File: src/rtl/fft_address_gen.sv
// Address and control sequencer for an in-place radix-2 DIT FFT.
// Each RUN cycle issues one butterfly read: the operand pair and its
// twiddle index. The same address pair comes back out as a write-back
// strobe WB_LAT non-stalled cycles later. A DRAIN phase between stages
// lets the last write of a stage land before the next stage reads.
module fft_address_gen #(
  parameter int LOG2N  = 4,
  parameter int WB_LAT = 2
) (
  input  logic             clk,
  input  logic             n_rst,
  input  logic             start,
  input  logic             stall,
  output logic             busy,
  output logic             done,
  output logic             rd_en,
  output logic [LOG2N-1:0] rd_addr_a,
  output logic [LOG2N-1:0] rd_addr_b,
  output logic [LOG2N-2:0] twiddle_idx,
  output logic [2:0]       stage,
  output logic             wr_en,
  output logic [LOG2N-1:0] wr_addr_a,
  output logic [LOG2N-1:0] wr_addr_b
);

  localparam int              KW         = LOG2N - 1;
  localparam logic [KW-1:0]   K_LAST     = '1;
  localparam logic [2:0]      STAGE_LAST = 3'(LOG2N - 1);
  localparam logic [2:0]      DRAIN_LAST = 3'(WB_LAT - 1);

  typedef enum logic [1:0] {IDLE, RUN, DRAIN, DONE} state_t;

  state_t          state_q, state_d;
  logic [KW-1:0]   k;
  logic [2:0]      stage_q;
  logic [2:0]      drain_cnt;

  logic [KW-1:0]    pos_mask, pos_k, grp_k, tw_calc;
  logic [LOG2N-1:0] half_calc, addr_a_calc, addr_b_calc;

  logic             vld_p    [WB_LAT];
  logic [LOG2N-1:0] addr_a_p [WB_LAT];
  logic [LOG2N-1:0] addr_b_p [WB_LAT];

  // State register
  always_ff @(posedge clk or negedge n_rst) begin
    if (!n_rst) state_q <= IDLE;
    else        state_q <= state_d;
  end

  // Next-state logic: stall freezes RUN and DRAIN, DONE is always a single cycle
  always_comb begin
    state_d = state_q;
    case (state_q)
      IDLE:  if (start) state_d = RUN;
      RUN:   if (!stall && k == K_LAST) state_d = DRAIN;
      DRAIN: if (!stall && drain_cnt == DRAIN_LAST)
               state_d = (stage_q != STAGE_LAST) ? RUN : DONE;
      DONE:  state_d = IDLE;
      default: state_d = IDLE;
    endcase
  end

  // Butterfly index, stage and drain counters
  always_ff @(posedge clk or negedge n_rst) begin
    if (!n_rst) begin
      k         <= '0;
      stage_q   <= '0;
      drain_cnt <= '0;
    end else begin
      case (state_q)
        IDLE: if (start) begin
          k         <= '0;
          stage_q   <= '0;
          drain_cnt <= '0;
        end
        RUN: if (!stall) begin
          // k wraps to zero after the last butterfly because N/2-1 is all ones
          k         <= k + 1'b1;
          drain_cnt <= '0;
        end
        DRAIN: if (!stall) begin
          if (drain_cnt == DRAIN_LAST) begin
            drain_cnt <= '0;
            k         <= '0;
            if (stage_q != STAGE_LAST) stage_q <= stage_q + 3'd1;
          end else begin
            drain_cnt <= drain_cnt + 3'd1;
          end
        end
        DONE: stage_q <= '0;
        default: ;
      endcase
    end
  end

  // Operand addresses: pos = k mod half, grp = k / half, twiddle = pos * N/(2*half)
  always_comb begin
    pos_mask    = ~({KW{1'b1}} << stage_q);
    pos_k       = k & pos_mask;
    grp_k       = k >> stage_q;
    half_calc   = {{KW{1'b0}}, 1'b1} << stage_q;
    addr_a_calc = ({1'b0, grp_k} << ({1'b0, stage_q} + 4'd1)) | {1'b0, pos_k};
    addr_b_calc = addr_a_calc | half_calc;
    tw_calc     = pos_k << (STAGE_LAST - stage_q);
  end

  // Write-back valid pipeline, cleared on reset so an aborted pass writes nothing
  always_ff @(posedge clk or negedge n_rst) begin
    if (!n_rst) begin
      for (int i = 0; i < WB_LAT; i++) vld_p[i] <= 1'b0;
    end else if (!stall) begin
      vld_p[0] <= rd_en;
      for (int i = 1; i < WB_LAT; i++) vld_p[i] <= vld_p[i-1];
    end
  end

  // Write-back address pipeline, only meaningful where the matching valid is set
  always_ff @(posedge clk) begin
    if (!stall) begin
      addr_a_p[0] <= addr_a_calc;
      addr_b_p[0] <= addr_b_calc;
      for (int i = 1; i < WB_LAT; i++) begin
        addr_a_p[i] <= addr_a_p[i-1];
        addr_b_p[i] <= addr_b_p[i-1];
      end
    end
  end

  // Outputs: addresses are forced to zero outside their valid windows
  always_comb begin
    busy        = (state_q != IDLE);
    done        = (state_q == DONE);
    rd_en       = (state_q == RUN) && !stall;
    rd_addr_a   = (state_q == RUN) ? addr_a_calc : '0;
    rd_addr_b   = (state_q == RUN) ? addr_b_calc : '0;
    twiddle_idx = (state_q == RUN) ? tw_calc : '0;
    stage       = stage_q;
    wr_en       = vld_p[WB_LAT-1] && !stall;
    wr_addr_a   = vld_p[WB_LAT-1] ? addr_a_p[WB_LAT-1] : '0;
    wr_addr_b   = vld_p[WB_LAT-1] ? addr_b_p[WB_LAT-1] : '0;
  end

endmodule

File: config.mk
export PLATFORM = sky130hd
export DESIGN_NAME = fft_address_gen
export DESIGN_NICKNAME = d
export VERILOG_FILES = /design/src/rtl/fft_address_gen.sv
export SDC_FILE = /design/constraint.sdc
export NUM_CORES = 1
export LEC_CHECK = 0
export ABC_CLOCK_PERIOD_IN_PS = 2250
export BUFFER_PORTS_ARGS = -buffer_cell sky130_fd_sc_hd__buf_2
export CORE_ASPECT_RATIO = 0.6
export CORE_MARGIN = 2
export CORE_UTILIZATION = 50
export CTS_CLUSTER_DIAMETER = 40
export DETAILED_ROUTE_END_ITERATION = 12
export HOLD_SLACK_MARGIN = 0.12
export PLACE_DENSITY = 0.73
export SETUP_SLACK_MARGIN = 0.4
export SYNTH_ARGS = -nofsm -noshare
export SYNTH_HDL_FRONTEND = slang
export SYNTH_SLANG_ARGS = --single-unit
File: constraint.sdc
create_clock -name clk -period 2.25 [get_ports clk]
set_input_delay 0.1125 -clock clk [delete_from_list [all_inputs] [get_ports clk]]
set_output_delay 0.1125 -clock clk [all_outputs]
set_load 0.05 [all_outputs]
==> qor.yml <==
die_height_um: 49.06
drtIter0Drc: 113
firstDrtPassIters: 4
rsz0062_at_grt: "yes"
worst_r2r_path_depth: 5
worst_slack_ns: 0.0001239
reg2reg_from: "stage[1]"
drc: 0
fin_nets: 222
reg2reg_to: "addr_b_p[0][1]"
vias_per_cell: 5.657
cts_tree: "built"
track_usage: 0.2275
synthesis.instances: 157
syn_to_final_growth_pct: 43.12
top_level_ports: 30
max_cap_violations: 0
core_area_sq_mm: 0.003243
cts_buffers: 5
antenna_found_initial: 0
synth_fp_nets: 174
start_util: 0.5216
routedWlPerCell_um: 17.59
ys_seq_area_frac: 0.4763
min_period_over_period: 0.9999
worstPathMaxFanout: 4
yosysWarnings: 0
nFillCells: 214
final_cell_mix: "buf_2 (17), edfxtp_1 (16), buf_4 (15), nand2_1 (13), inv_1 (11)"
holdCritStartpoint: "stall"
p_per_area_mw_per_mm2: 1354
finalHoldViolations: 0
fin_tns_setup_ns: 0
layout_commonest_cell: "buf_2"
max_freq_mhz: 444.5
whs_path_depth: 2
synth_top_area_share: 0.2840
path_clk_slew_ns: 0.06
synth_largest_area_cell: "edfxtp_1"
drv_slew: 0
post_dp_cell_area_sq_mm: 0.002022
hold_ws_ns: 0.2392
cts-root-buf: "clkbuf_8"
cp-start-kind: "register"
dieArea_sq_mm: 0.003880
worstSkewPairLatency_ns: 0.28
status: "completed"
arrival_ns: 2.14
r2r_setup_slack_ns: 0.39
cp-end-kind: "primary output"
crit_type: "reg2out"
slew_headroom: 0.5695
worst_ep_required_time_ns: 2.14
grt_first_pass_wirelength_um: 6603
setup_viol: 0
min_path_type: "in2reg"
gp_congestion: 0.8136
die_w_um: 79.09
ir_worst_vdd_v: 0.0008499
portBuffers: 29
p_leak_nw: 1.059
grt_pass1_vias: 1343
post_synth_num_cell_types: 46
diodes: 0
syn_area_per_cell_sq_um: 10.77
htreeDepth: 2
place.detailed.hpwl_um: 2705
tightest_slew_ns: 0.6451
skew_ns: 0.008908
drive_gt1_frac: 0.4806
grt-ovfl-total: 0
synthArstFlopShare: 0.4483
finalCriticalPeriod_ns: 2.250
routed_wl_um: 4415
final_area_sq_mm: 0.002421
ys.flop_type: "edfxtp_1"
grt_max_degree: 17
netlist_area_sq_mm: 0.001692
cts_sinks: 29
synth-edff-count: 16
hold_end: "vld_p[1]"
drtAntennaViolNets: 0
cts_max_path_buffers: 2
vias: 1420
rows: 16
dp_slack_ns: 0.1793
synthTopCellsByArea: "edfxtp_1 (28%), dfrtp_1 (19%), ha_1 (9.6%)"
fin_total_pwr_mw: 3.277
synth-seq-cells: 29
## state kept, by name, indices dropped and copies added, names as in the netlist
| signal | cells |
|---|---|
| state_q | 2 |
| vld_p | 2 |
| addr_a_p | 8 |
| addr_b_p | 8 |
| k | 3 |
| stage | 3 |
| drain_cnt | 3 |
## cells by family after synthesis
kind of cell | share of synthesized area
simple gates | 0.2027
compound gates | 0.1287
flops | 0.4763
buf+inv | 0.05547
fa+ha+maj | 0.09616
mux | 0.03033
xor+xnor | 0.01036
## critical path, stage by stage, from the launching register on
cell      delay [ns]
dfrtp_4         0.43
buf_4           0.12
inv_4           0.04
ha_4            0.30
nand2b_4        0.06
or3_4           0.35
a31oi_4         0.23
and2_4          0.19
buf_8           0.14
## layer usage
| layer | share of wire | global-route usage |
|---|---|---|
| met1 | 0.43 | 0.3111 |
| met2 | 0.46 | 0.3686 |
| met3 | 0.088 | 0.05185 |
| met4 | 0.021 | 0.06034 |
| met5 | 0 | 0 |
## worst max-delay path by stage
stage / from / endpoint / depth (start not counted)
3_3_place_gp: stage[1] / rd_addr_a[1] / 7
5_1_grt: stage[1] / rd_addr_a[3] / 8
4_1_cts: stage[1] / rd_addr_a[1] / 7
3_5_place_dp: stage[1] / rd_addr_a[1] / 7
2_1_floorplan: stage[1] / rd_addr_a[3] / 7
6_report: stage[1] / rd_addr_a[3] / 8
## report_power, final
part	internal, mW	switching, mW	total, mW
combinational	0.834	1.18	2.02
sequential	0.724	0.126	0.849
clock	0.214	0.195	0.409
total	1.77	1.51	3.28
## cell type report
cell class | instances | area [sq um] | area share
Multi-Input combinational cell | 106 | 1008 | 0.4165
Sequential cell | 29 | 813.3 | 0.3359
Timing Repair Buffer | 47 | 395.4 | 0.1633
Clock buffer | 6 | 72.57 | 0.02997
Inverter | 16 | 65.06 | 0.02687
Tap cell | 45 | 56.30 | 0.02326
Clock inverter | 2 | 10.01 | 0.004134
## cell usage after synthesis (2+ instances only)
library cell and count:
clkbuf_1 2, ha_1 13, nand3_1 2, nand2b_1 2
nand2_1 13, mux2i_1 4, o21ai_0 6, a31oi_1 3
or2_2 3, a22o_1 2, dfrtp_1 13, buf_2 3
o21a_1 3, o211ai_1 2, a21oi_1 2, nor3_1 3
and2_1 13, edfxtp_1 16, nor2_1 4, nor2b_1 7
inv_1 16
## stage by stage
| stage | util | instances |
|---|---|---|
| 2_1_floorplan | - | 157 |
| 3_3_place_gp | 0.6235 | 230 |
| 3_5_place_dp | 0.6235 | 230 |
| 4_1_cts | 0.7141 | 247 |
| 5_1_grt | 0.7465 | 251 |
| 6_report | 0.7465 | 251 |
## what timing repair did
item	4_1_cts	5_1_grt
buffers inserted	8	4
setup endpoints to repair	17	22
hold endpoints to repair	13	0
gates resized for setup	43	21
hold buffers	1	0
pin swaps	13	5
(Power assumes the default switching activity.)
